### config.mk
export PLATFORM = sky130hd
export DESIGN_NAME = demultiplexer_flat
export DESIGN_NICKNAME = d
export VERILOG_FILES = /design/src/rtl/demux_pkg.sv /design/src/rtl/demultiplexer_if.sv /design/src/rtl/demux_slot.sv /design/src/rtl/demultiplexer.sv /design/src/flat_wrapper.sv
export SDC_FILE = /design/constraint.sdc
export NUM_CORES = 1
export LEC_CHECK = 0
export BUFFER_PORTS_ARGS = -buffer_cell sky130_fd_sc_hd__buf_2
export CORE_UTILIZATION = 55
export DETAILED_ROUTE_END_ITERATION = 12
export MAX_ROUTING_LAYER = met4
export PLACE_DENSITY = 0.84
export RECOVER_POWER = 25
export SYNTH_ARGS = -nofsm -noshare
export SYNTH_HDL_FRONTEND = slang
export SYNTH_SLANG_ARGS = --single-unit
### constraint.sdc
create_clock -name clk -period 1.9 [get_ports clk]
set_input_delay 0.19 -clock clk [delete_from_list [all_inputs] [get_ports clk]]
set_output_delay 0.19 -clock clk [all_outputs]
set_load 0.01 [all_outputs]
### src/rtl/demux_pkg.sv
// Shared definitions for the 1-to-4 demultiplexer: channel count,
// channel index type, select encodings and the round-robin step helper.
package demux_pkg;

    localparam int NUM_CH = 4;

    typedef logic [1:0] ch_idx_t;

    localparam ch_idx_t CH0 = 2'd0;
    localparam ch_idx_t CH1 = 2'd1;
    localparam ch_idx_t CH2 = 2'd2;
    localparam ch_idx_t CH3 = 2'd3;

    // Next channel in round-robin order; 2-bit arithmetic wraps CH3 -> CH0.
    function automatic ch_idx_t ch_next(input ch_idx_t ch);
        return ch + 2'd1;
    endfunction

endpackage

### src/rtl/demultiplexer_if.sv
// Producer/consumer handshake bundle of the demultiplexer.
// The slave modport is the demultiplexer's view, the master modport is the
// surrounding producer/consumers (or a testbench).
interface demultiplexer_if #(
    parameter int WIDTH = 4
) ();

    logic             in_valid;
    logic             in_ready;
    logic [WIDTH-1:0] in_data;
    logic [3:0]       out_valid;
    logic [3:0]       out_ready;
    logic [WIDTH-1:0] out_data0;
    logic [WIDTH-1:0] out_data1;
    logic [WIDTH-1:0] out_data2;
    logic [WIDTH-1:0] out_data3;

    modport slave (
        input  in_valid,
        input  in_data,
        input  out_ready,
        output in_ready,
        output out_valid,
        output out_data0,
        output out_data1,
        output out_data2,
        output out_data3
    );

    modport master (
        output in_valid,
        output in_data,
        output out_ready,
        input  in_ready,
        input  out_valid,
        input  out_data0,
        input  out_data1,
        input  out_data2,
        input  out_data3
    );

endinterface

### src/rtl/demux_slot.sv
// One output channel: a single-entry valid/ready holding register plus a
// saturating count of completed deliveries.
module demux_slot #(
    parameter int WIDTH     = 4,
    parameter int CNT_WIDTH = 8
) (
    input  logic                 clk,
    input  logic                 rst_n,
    input  logic                 i_load,
    input  logic [WIDTH-1:0]     i_data,
    input  logic                 i_ready,
    input  logic                 i_cnt_clr,
    output logic                 o_valid,
    output logic [WIDTH-1:0]     o_data,
    output logic [CNT_WIDTH-1:0] o_cnt
);

    localparam logic [CNT_WIDTH-1:0] CNT_MAX = {CNT_WIDTH{1'b1}};
    localparam logic [CNT_WIDTH-1:0] CNT_ONE = {{(CNT_WIDTH-1){1'b0}}, 1'b1};

    logic                 r_valid;
    logic [WIDTH-1:0]     r_data;
    logic [CNT_WIDTH-1:0] r_cnt;
    logic                 w_deliver;

    // Increment that sticks at the all-ones value instead of wrapping.
    function automatic logic [CNT_WIDTH-1:0] sat_inc(input logic [CNT_WIDTH-1:0] val);
        if (val == CNT_MAX) begin
            return val;
        end else begin
            return val + CNT_ONE;
        end
    endfunction

    // A delivery is a cycle where the slot is full and the consumer accepts.
    always_comb begin
        w_deliver = r_valid && i_ready;
    end

    // Slot register: load wins over drain so a drain+load keeps valid high
    // with the new data; a drain alone keeps the last data on the bus.
    always_ff @(posedge clk) begin
        if (!rst_n) begin
            r_valid <= 1'b0;
            r_data  <= {WIDTH{1'b0}};
        end else if (i_load) begin
            r_valid <= 1'b1;
            r_data  <= i_data;
        end else if (w_deliver) begin
            r_valid <= 1'b0;
            r_data  <= r_data;
        end else begin
            r_valid <= r_valid;
            r_data  <= r_data;
        end
    end

    // Delivery counter: clear beats increment, so a delivery in the clear
    // cycle is dropped from the count.
    always_ff @(posedge clk) begin
        if (!rst_n) begin
            r_cnt <= {CNT_WIDTH{1'b0}};
        end else if (i_cnt_clr) begin
            r_cnt <= {CNT_WIDTH{1'b0}};
        end else if (w_deliver) begin
            r_cnt <= sat_inc(r_cnt);
        end else begin
            r_cnt <= r_cnt;
        end
    end

    assign o_valid = r_valid;
    assign o_data  = r_data;
    assign o_cnt   = r_cnt;

endmodule

### src/rtl/demultiplexer.sv
// 1-to-4 demultiplexer: routes the producer stream to one of four
// independently handshaked output slots, chosen by sel or a round-robin
// pointer, with per-channel delivery counters readable via cnt_sel.
module demultiplexer
    import demux_pkg::*;
#(
    parameter int WIDTH     = 4,
    parameter int CNT_WIDTH = 8
) (
    input  logic                 clk,
    input  logic                 rst_n,
    demultiplexer_if.slave       bus,
    input  logic [1:0]           sel,
    input  logic                 rr_mode,
    input  logic                 cnt_clr,
    input  logic [1:0]           cnt_sel,
    output logic [CNT_WIDTH-1:0] cnt_value
);

    ch_idx_t              r_rr_ptr;
    ch_idx_t              w_target;
    logic                 w_in_ready;
    logic                 w_accept;
    logic [NUM_CH-1:0]    w_load;
    logic [NUM_CH-1:0]    w_out_valid;
    logic [WIDTH-1:0]     w_out_data [NUM_CH];
    logic [CNT_WIDTH-1:0] w_cnt      [NUM_CH];

    // Target channel follows the mode input in the same cycle.
    always_comb begin
        if (rr_mode) begin
            w_target = r_rr_ptr;
        end else begin
            w_target = ch_idx_t'(sel);
        end
    end

    // Ready when the target slot is empty or is being drained this cycle;
    // other channels' state never affects the producer.
    always_comb begin
        w_in_ready = !w_out_valid[w_target] || bus.out_ready[w_target];
        w_accept   = bus.in_valid && w_in_ready;
    end

    // Decode the accepted transfer into a one-hot load strobe.
    always_comb begin
        w_load = 4'b0000;
        case (w_target)
            CH0:     w_load = {3'b000, w_accept};
            CH1:     w_load = {2'b00, w_accept, 1'b0};
            CH2:     w_load = {1'b0, w_accept, 2'b00};
            CH3:     w_load = {w_accept, 3'b000};
            default: w_load = 4'b0000;
        endcase
    end

    // Round-robin pointer advances only on accepted transfers in rr mode;
    // it does not skip a stalled channel.
    always_ff @(posedge clk) begin
        if (!rst_n) begin
            r_rr_ptr <= CH0;
        end else if (w_accept && rr_mode) begin
            r_rr_ptr <= ch_next(r_rr_ptr);
        end else begin
            r_rr_ptr <= r_rr_ptr;
        end
    end

    for (genvar g = 0; g < NUM_CH; g++) begin : g_slot
        demux_slot #(
            .WIDTH     (WIDTH),
            .CNT_WIDTH (CNT_WIDTH)
        ) u_slot (
            .clk       (clk),
            .rst_n     (rst_n),
            .i_load    (w_load[g]),
            .i_data    (bus.in_data),
            .i_ready   (bus.out_ready[g]),
            .i_cnt_clr (cnt_clr),
            .o_valid   (w_out_valid[g]),
            .o_data    (w_out_data[g]),
            .o_cnt     (w_cnt[g])
        );
    end

    // Counter readback mux.
    always_comb begin
        cnt_value = {CNT_WIDTH{1'b0}};
        case (ch_idx_t'(cnt_sel))
            CH0:     cnt_value = w_cnt[0];
            CH1:     cnt_value = w_cnt[1];
            CH2:     cnt_value = w_cnt[2];
            CH3:     cnt_value = w_cnt[3];
            default: cnt_value = {CNT_WIDTH{1'b0}};
        endcase
    end

    assign bus.in_ready  = w_in_ready;
    assign bus.out_valid = w_out_valid;
    assign bus.out_data0 = w_out_data[0];
    assign bus.out_data1 = w_out_data[1];
    assign bus.out_data2 = w_out_data[2];
    assign bus.out_data3 = w_out_data[3];

endmodule

### src/flat_wrapper.sv
// flat-port wrapper written by rule: the top's interface ports become plain ports
module demultiplexer_flat import demux_pkg::*;
#(
    parameter int WIDTH     = 4,
    parameter int CNT_WIDTH = 8
)
  (clk, rst_n, sel, rr_mode, cnt_clr, cnt_sel, cnt_value, bus_in_valid, bus_in_data, bus_out_ready, bus_in_ready, bus_out_valid, bus_out_data0, bus_out_data1, bus_out_data2, bus_out_data3);
  demultiplexer_if #(.WIDTH(WIDTH)) bus_i ();
  input  logic clk;
  input  logic rst_n;
  input  logic [1:0] sel;
  input  logic rr_mode;
  input  logic cnt_clr;
  input  logic [1:0] cnt_sel;
  output logic [CNT_WIDTH-1:0] cnt_value;
  input wire logic [$bits(bus_i.in_valid)-1:0] bus_in_valid;
  input wire logic [$bits(bus_i.in_data)-1:0] bus_in_data;
  input wire logic [$bits(bus_i.out_ready)-1:0] bus_out_ready;
  output wire logic [$bits(bus_i.in_ready)-1:0] bus_in_ready;
  output wire logic [$bits(bus_i.out_valid)-1:0] bus_out_valid;
  output wire logic [$bits(bus_i.out_data0)-1:0] bus_out_data0;
  output wire logic [$bits(bus_i.out_data1)-1:0] bus_out_data1;
  output wire logic [$bits(bus_i.out_data2)-1:0] bus_out_data2;
  output wire logic [$bits(bus_i.out_data3)-1:0] bus_out_data3;
  assign bus_i.in_valid = bus_in_valid;
  assign bus_i.in_data = bus_in_data;
  assign bus_i.out_ready = bus_out_ready;
  assign bus_in_ready = bus_i.in_ready;
  assign bus_out_valid = bus_i.out_valid;
  assign bus_out_data0 = bus_i.out_data0;
  assign bus_out_data1 = bus_i.out_data1;
  assign bus_out_data2 = bus_i.out_data2;
  assign bus_out_data3 = bus_i.out_data3;
  demultiplexer #(.WIDTH(WIDTH), .CNT_WIDTH(CNT_WIDTH)) u_core (.clk(clk), .rst_n(rst_n), .bus(bus_i), .sel(sel), .rr_mode(rr_mode), .cnt_clr(cnt_clr), .cnt_sel(cnt_sel), .cnt_value(cnt_value));
endmodule
After elaboration in Yosys (flattened, before gate mapping)

Cells that the tools add are included.

Add/subtract/negate cells: 5
Order comparisons: 1
Eq/ne operators: 10
Muxes and demuxes: 15
Bitwise gates (word level): 5
Reductions and logical operators: 19

Operators by type and width:

| cell                                                                  | count |
|---|---|
| 8-bit by 1-bit adder with 8-bit output, second input constant         | 4 |
| 8-bit equality test, second input constant                            | 4 |
| 8-bit one-hot mux with 4 select lines                                 | 1 |
| 4-bit one-hot mux with 4 select lines                                 | 1 |
| 1-bit two-way mux                                                     | 10 |
| 2-bit equality test, second input constant                            | 4 |
| 2-bit AND reduction                                                   | 4 |
| 2-bit nonzero test                                                    | 4 |
| 1-bit logical AND                                                     | 6 |
| 1-bit inverter                                                        | 5 |
| 1-bit binary-select mux with 2-bit select                             | 2 |
| 2-bit by 1-bit equality test with 1-bit output, second input constant | 2 |
| 2-bit logical NOT                                                     | 2 |
| 2-bit by 3-bit < comparator with 1-bit output, second input constant  | 1 |
| 2-bit by 1-bit adder with 2-bit output, second input constant         | 1 |
| 2-bit two-way mux                                                     | 1 |
| 2-bit OR reduction                                                    | 1 |
| 1-bit logical NOT                                                     | 1 |
| 1-bit logical OR                                                      | 1 |

Register bits: 54
Output and inout port bits: 29

Longest topological paths before layout

Depth in word-level cells: 8
Depth in mapped cells: 5
Mapped depth without buffers: 5

Cells and area by module

A second synthesis with hierarchy kept.

Cells, all modules: 283
Area total of the unflattened synthesis: 2783.9 sq um

Modules (own cells, without submodules):

| module        | instances | cells each | area an instance (sq um) |
|---|---|---|---|
| demux_slot    | 4         | 62         | 595.6 |
| demultiplexer | 1         | 35         | 401.6 |

Worst setup path after synthesis

Ideal clock, no wire load.

Path kind: reg2reg
Start point: reg u_core.g_slot[0].u_slot.r_cnt[0]
End point: reg u_core.g_slot[0].u_slot.r_cnt[5]
Library setup time: 116 ps
Data arrival time: 1401 ps
Data required time: 1784 ps
Setup slack: 383 ps
Cell stages (with the launch flop): 6
Clock period less this slack: 1517 ps
Cell sequence: dfxtp_1 > ha_1 > and3_1 > a211oi_2 > a31oi_1 > a41o_1

Word-level cells in the longest chain between the ends: 3

Ends and longest elaborated chain:

| what                                                                           | line             | text |
|---|---|---|
| start: declaration                                                             | demux_slot.sv:23 | `logic [CNT_WIDTH-1:0] r_cnt;` |
| start signal: assignment                                                       | demux_slot.sv:62 | `r_cnt <= {CNT_WIDTH{1'b0}};` |
| start signal: assignment                                                       | demux_slot.sv:64 | `r_cnt <= {CNT_WIDTH{1'b0}};` |
| start signal: assignment                                                       | demux_slot.sv:66 | `r_cnt <= sat_inc(r_cnt);` |
| branches (longest 3 deep; another with 8-bit by 1-bit adder with 8-bit output) | --               |  |

Parallel ways; which one is timed is not known.
A chain may end at the register's enable or synchronous reset.

Worst setup path in the final report

Start point: reg u_core.r_rr_ptr[1]
End point: out bus_in_ready

Word-level cells in the longest chain between the ends: 5

Ends and longest elaborated chain:

| what                                      | line                | text |
|---|---|---|
| start: declaration                        | demultiplexer.sv:20 | `ch_idx_t r_rr_ptr;` |
| start signal: assignment                  | demultiplexer.sv:63 | `r_rr_ptr <= ch_next(r_rr_ptr);` |
| start signal: assignment                  | demultiplexer.sv:65 | `r_rr_ptr <= r_rr_ptr;` |
| 2-bit two-way mux (*)                     | demultiplexer.sv:31 | `if (rr_mode) begin` |
| 1-bit binary-select mux with 2-bit select | demultiplexer.sv:41 | `w_in_ready = !w_out_valid[w_target] \|\| bus.out_ready[w_target];` |
| 1-bit two-way mux (implied by the code)   | demultiplexer.sv:41 |  |
| 1-bit logical NOT                         | demultiplexer.sv:41 |  |
| 1-bit logical OR (*)                      | demultiplexer.sv:41 |  |
| end: declaration                          | flat_wrapper.sv:19  | `output wire logic [$bits(bus_i.in_ready)-1:0] bus_in_ready;` |

Mark *: on every way between the ends. The rest lies on a longest branch, timed or not. The select of a mux whose other input is x is not followed.

==> results_dict.tcl <==
set metrics [dict create \
    numPortBuffers 45 \
    grt_pass1_vias 2053 \
    tightest_slew_ns 0.543 \
    grt_max_degree 25 \
    htreeDepth 2 \
    rsz0062_at_grt "false" \
    grt_overflow 0 \
    synth_top_area_share_pct 40.8 \
    n_antenna_cell 0 \
    violations "DRC" \
    routed_via_density 5.96 \
    drv_slew 0 \
    drive_gt1_share_pct 16.1 \
    synth_largest_area_cell "dfxtp_1" \
    ys_top_cells_by_area "dfxtp_1 (41%), mux2i_1 (9.1%), mux4_2 (6.8%)" \
    drtPass1Iterations 8 \
    drv_cap 0 \
    fin_cells 368 \
    grt_pass1_wl_mm 9.17 \
    ant_nets 0 \
    syn_area_per_cell_um2 9.70 \
    async_reset_ff_share_pct 0 \
    grt_util_met2_pct 40.5 \
    worstHoldPathType "in2reg" \
    utilization_pct 66.4 \
    fmax_mhz 576 \
    clock_sinks 54 \
    placed_area_um2 2900 \
    boundaryPins 46 \
    start_kind "register" \
    rows 24 \
    postSynthNetCount 294 \
    coreArea_um2 4500 \
    relSlewSlack_pct 62.9 \
    hold_slack_ns 0.184 \
    grtUsageMet3_pct 4.64 \
    leakage_nw 1.21 \
    critPathMaxFanout 4 \
    clock_latency_ns 0.31 \
    wl_per_cell_um 15.3 \
    post-route-cell-area_um2 2990 \
    cts_setup_buffers 0 \
    critPathRequiredTime_ns 1.71 \
    via_count 2193 \
    synth-edff-count 0 \
    grtUsageTotal_pct 23.9 \
    cts_buffer_depth 2 \
    setup_viol 0 \
    fp.dieH_um 71.4 \
    syn_area_um2 2650 \
    fin_nets 336 \
    fp.dieArea_um2 5100 \
    clkSlewWorstSetupHoldPaths_ns 0.10 \
    clock_skew_ns 0.00689 \
    cts_tree "done" \
    met1_usage_pct 28.0 \
    numCtsBuffers 5 \
    crit_arrival_ns 1.55 \
    wirelength_mm 5.65 \
    synthFlopType "dfxtp_1" \
    r2r_cells 5 \
    dp.cells 360 \
    hpwl_mm 4.27 \
    period_share_pct 91.4 \
    root_buffer "clkbuf_8" \
    ys_seq_area_share_pct 40.8 \
    ys_ff_latch 54 \
    min_period_ns 1.74 \
    peakVddDrop_mv 0.570 \
    gp_congestion 0.869 \
    whs_path_depth 3 \
    fin_setup_tns_ns 0 \
    detailedRoute.firstIterationViolations 189 \
    synth.distinct_cells 39 \
    start_util_pct 58.8 \
    route.detailed.drc 2 \
    worstSetupPathType "reg2out" \
    postCtsHoldBufs 0 \
    antenna_found_initial 0 \
    die_x_um 71.4 \
    cts_resized 0 \
    setup.worst_path.end_class "output pin" \
    grt_busiest_layer "met2" \
    status "finished with violations" \
    p_per_area_nw_per_um2 716 \
    area_growth_pct 12.8 \
    netlist_instances 273 \
    yosysWarnings 0 \
    final-hold-violation-count 0 \
]
[metal layers]
metal,part of all wire [%],routed length (um)
met5,0,0
met2,48,2730
met3,3.3,189
met4,1.8,101
met1,46,2620
[cells by family (layout without fill, tap and decap cells)]
group / Yosys count / in the layout / share of synthesized area, %
AO/OA/AOI/OAI: 49 / 49 / 12.7
XOR/XNOR: 12 / 12 / 3.97
adder cells (fa/ha/maj): 4 / 4 / 1.89
buffers and inverters: 16 / 59 / 2.88
flip-flops: 54 / 54 / 40.8
multiplexers: 33 / 33 / 16.4
AND/OR/NAND/NOR: 105 / 105 / 21.3
[registers in the layout, indices dropped and copies added (netlist names)]
name,cells
u_core.g_slot.u_slot.o_cnt,32
u_core.g_slot.u_slot.o_data,16
u_core.g_slot.u_slot.o_valid,4
u_core.r_rr_ptr,2
[worst paths after layout]
path	start	to	slack, ns
max reg2reg	u_core.g_slot[0].u_slot.o_cnt[0]	u_core.g_slot[0].u_slot.o_cnt[5]	0.22
max	u_core.r_rr_ptr[1]	bus_in_ready	0.16
min	bus_in_data[3]	u_core.g_slot[0].u_slot.o_data[3]	0.18
min reg2reg	u_core.r_rr_ptr[0]	u_core.r_rr_ptr[0]	0.49
[cells in the final DEF, fill, tap and decap left out, types with 5 or more instances in the layout]
cell type  netlist  layout
dfxtp_1         54      54
buf_2            1      25
mux2i_1         24      24
nor2_1          22      22
nand2_1         20      20
clkbuf_1         6      20
nor2b_1         18      18
a21oi_1         12      12
and3_1           9       9
mux4_2           8       8
nand3_1          8       8
xnor2_1          8       8
o21ai_0          8       8
nand2b_1         6       6
a31oi_1          6       6
clkbuf_8         0       5
[layout make-up]
cell class	instances	area (um^2)
clock inverter	3	48.8
inverter	3	11.3
multi-input combinational	203	1490
timing repair buffer	48	223
sequential	54	1080
clock buffer	5	68.8
tap	52	65.1
fill	367	1520
[worst max-delay path: stages (launching register included)]
cell and delay, ns:
dfxtp_1 0.34, mux2_4 0.29, mux2i_1 0.32, mux2i_1 0.13, buf_2 0.16
[per-stage QoR]
| stage | setup slack (ns) | total power, mW |
|---|---|---|
| 3_5_place_dp | 0.230 | 1.37 |
| 4_1_cts | 0.166 | 2.16 |
| 5_1_grt | 0.104 | 2.22 |
| 2_1_floorplan | 0.383 | 1.31 |
| 6_report | 0.163 | 2.14 |
| 3_3_place_gp | 0.314 | 1.36 |
[report_power, final]
part	total (mW)	switching, mW	leakage, nW	internal, mW
Combinational	0.172	0.0972	0.712	0.0748
Clock	0.803	0.401	0.0563	0.402
Sequential	1.17	0.0139	0.437	1.15
[cell usage after synthesis, drive strengths merged, types with 6 or more instances]
master  count
and3        9
clkbuf      6
nand3       8
buf         7
a31oi       6
a21oi      12
mux2i      24
a21boi      6
nand2      20
nor2b      18
xnor2       8
nor2       22
mux4        8
dfxtp      54
nand2b      6
o21ai       8
(Power assumes the default switching activity.)
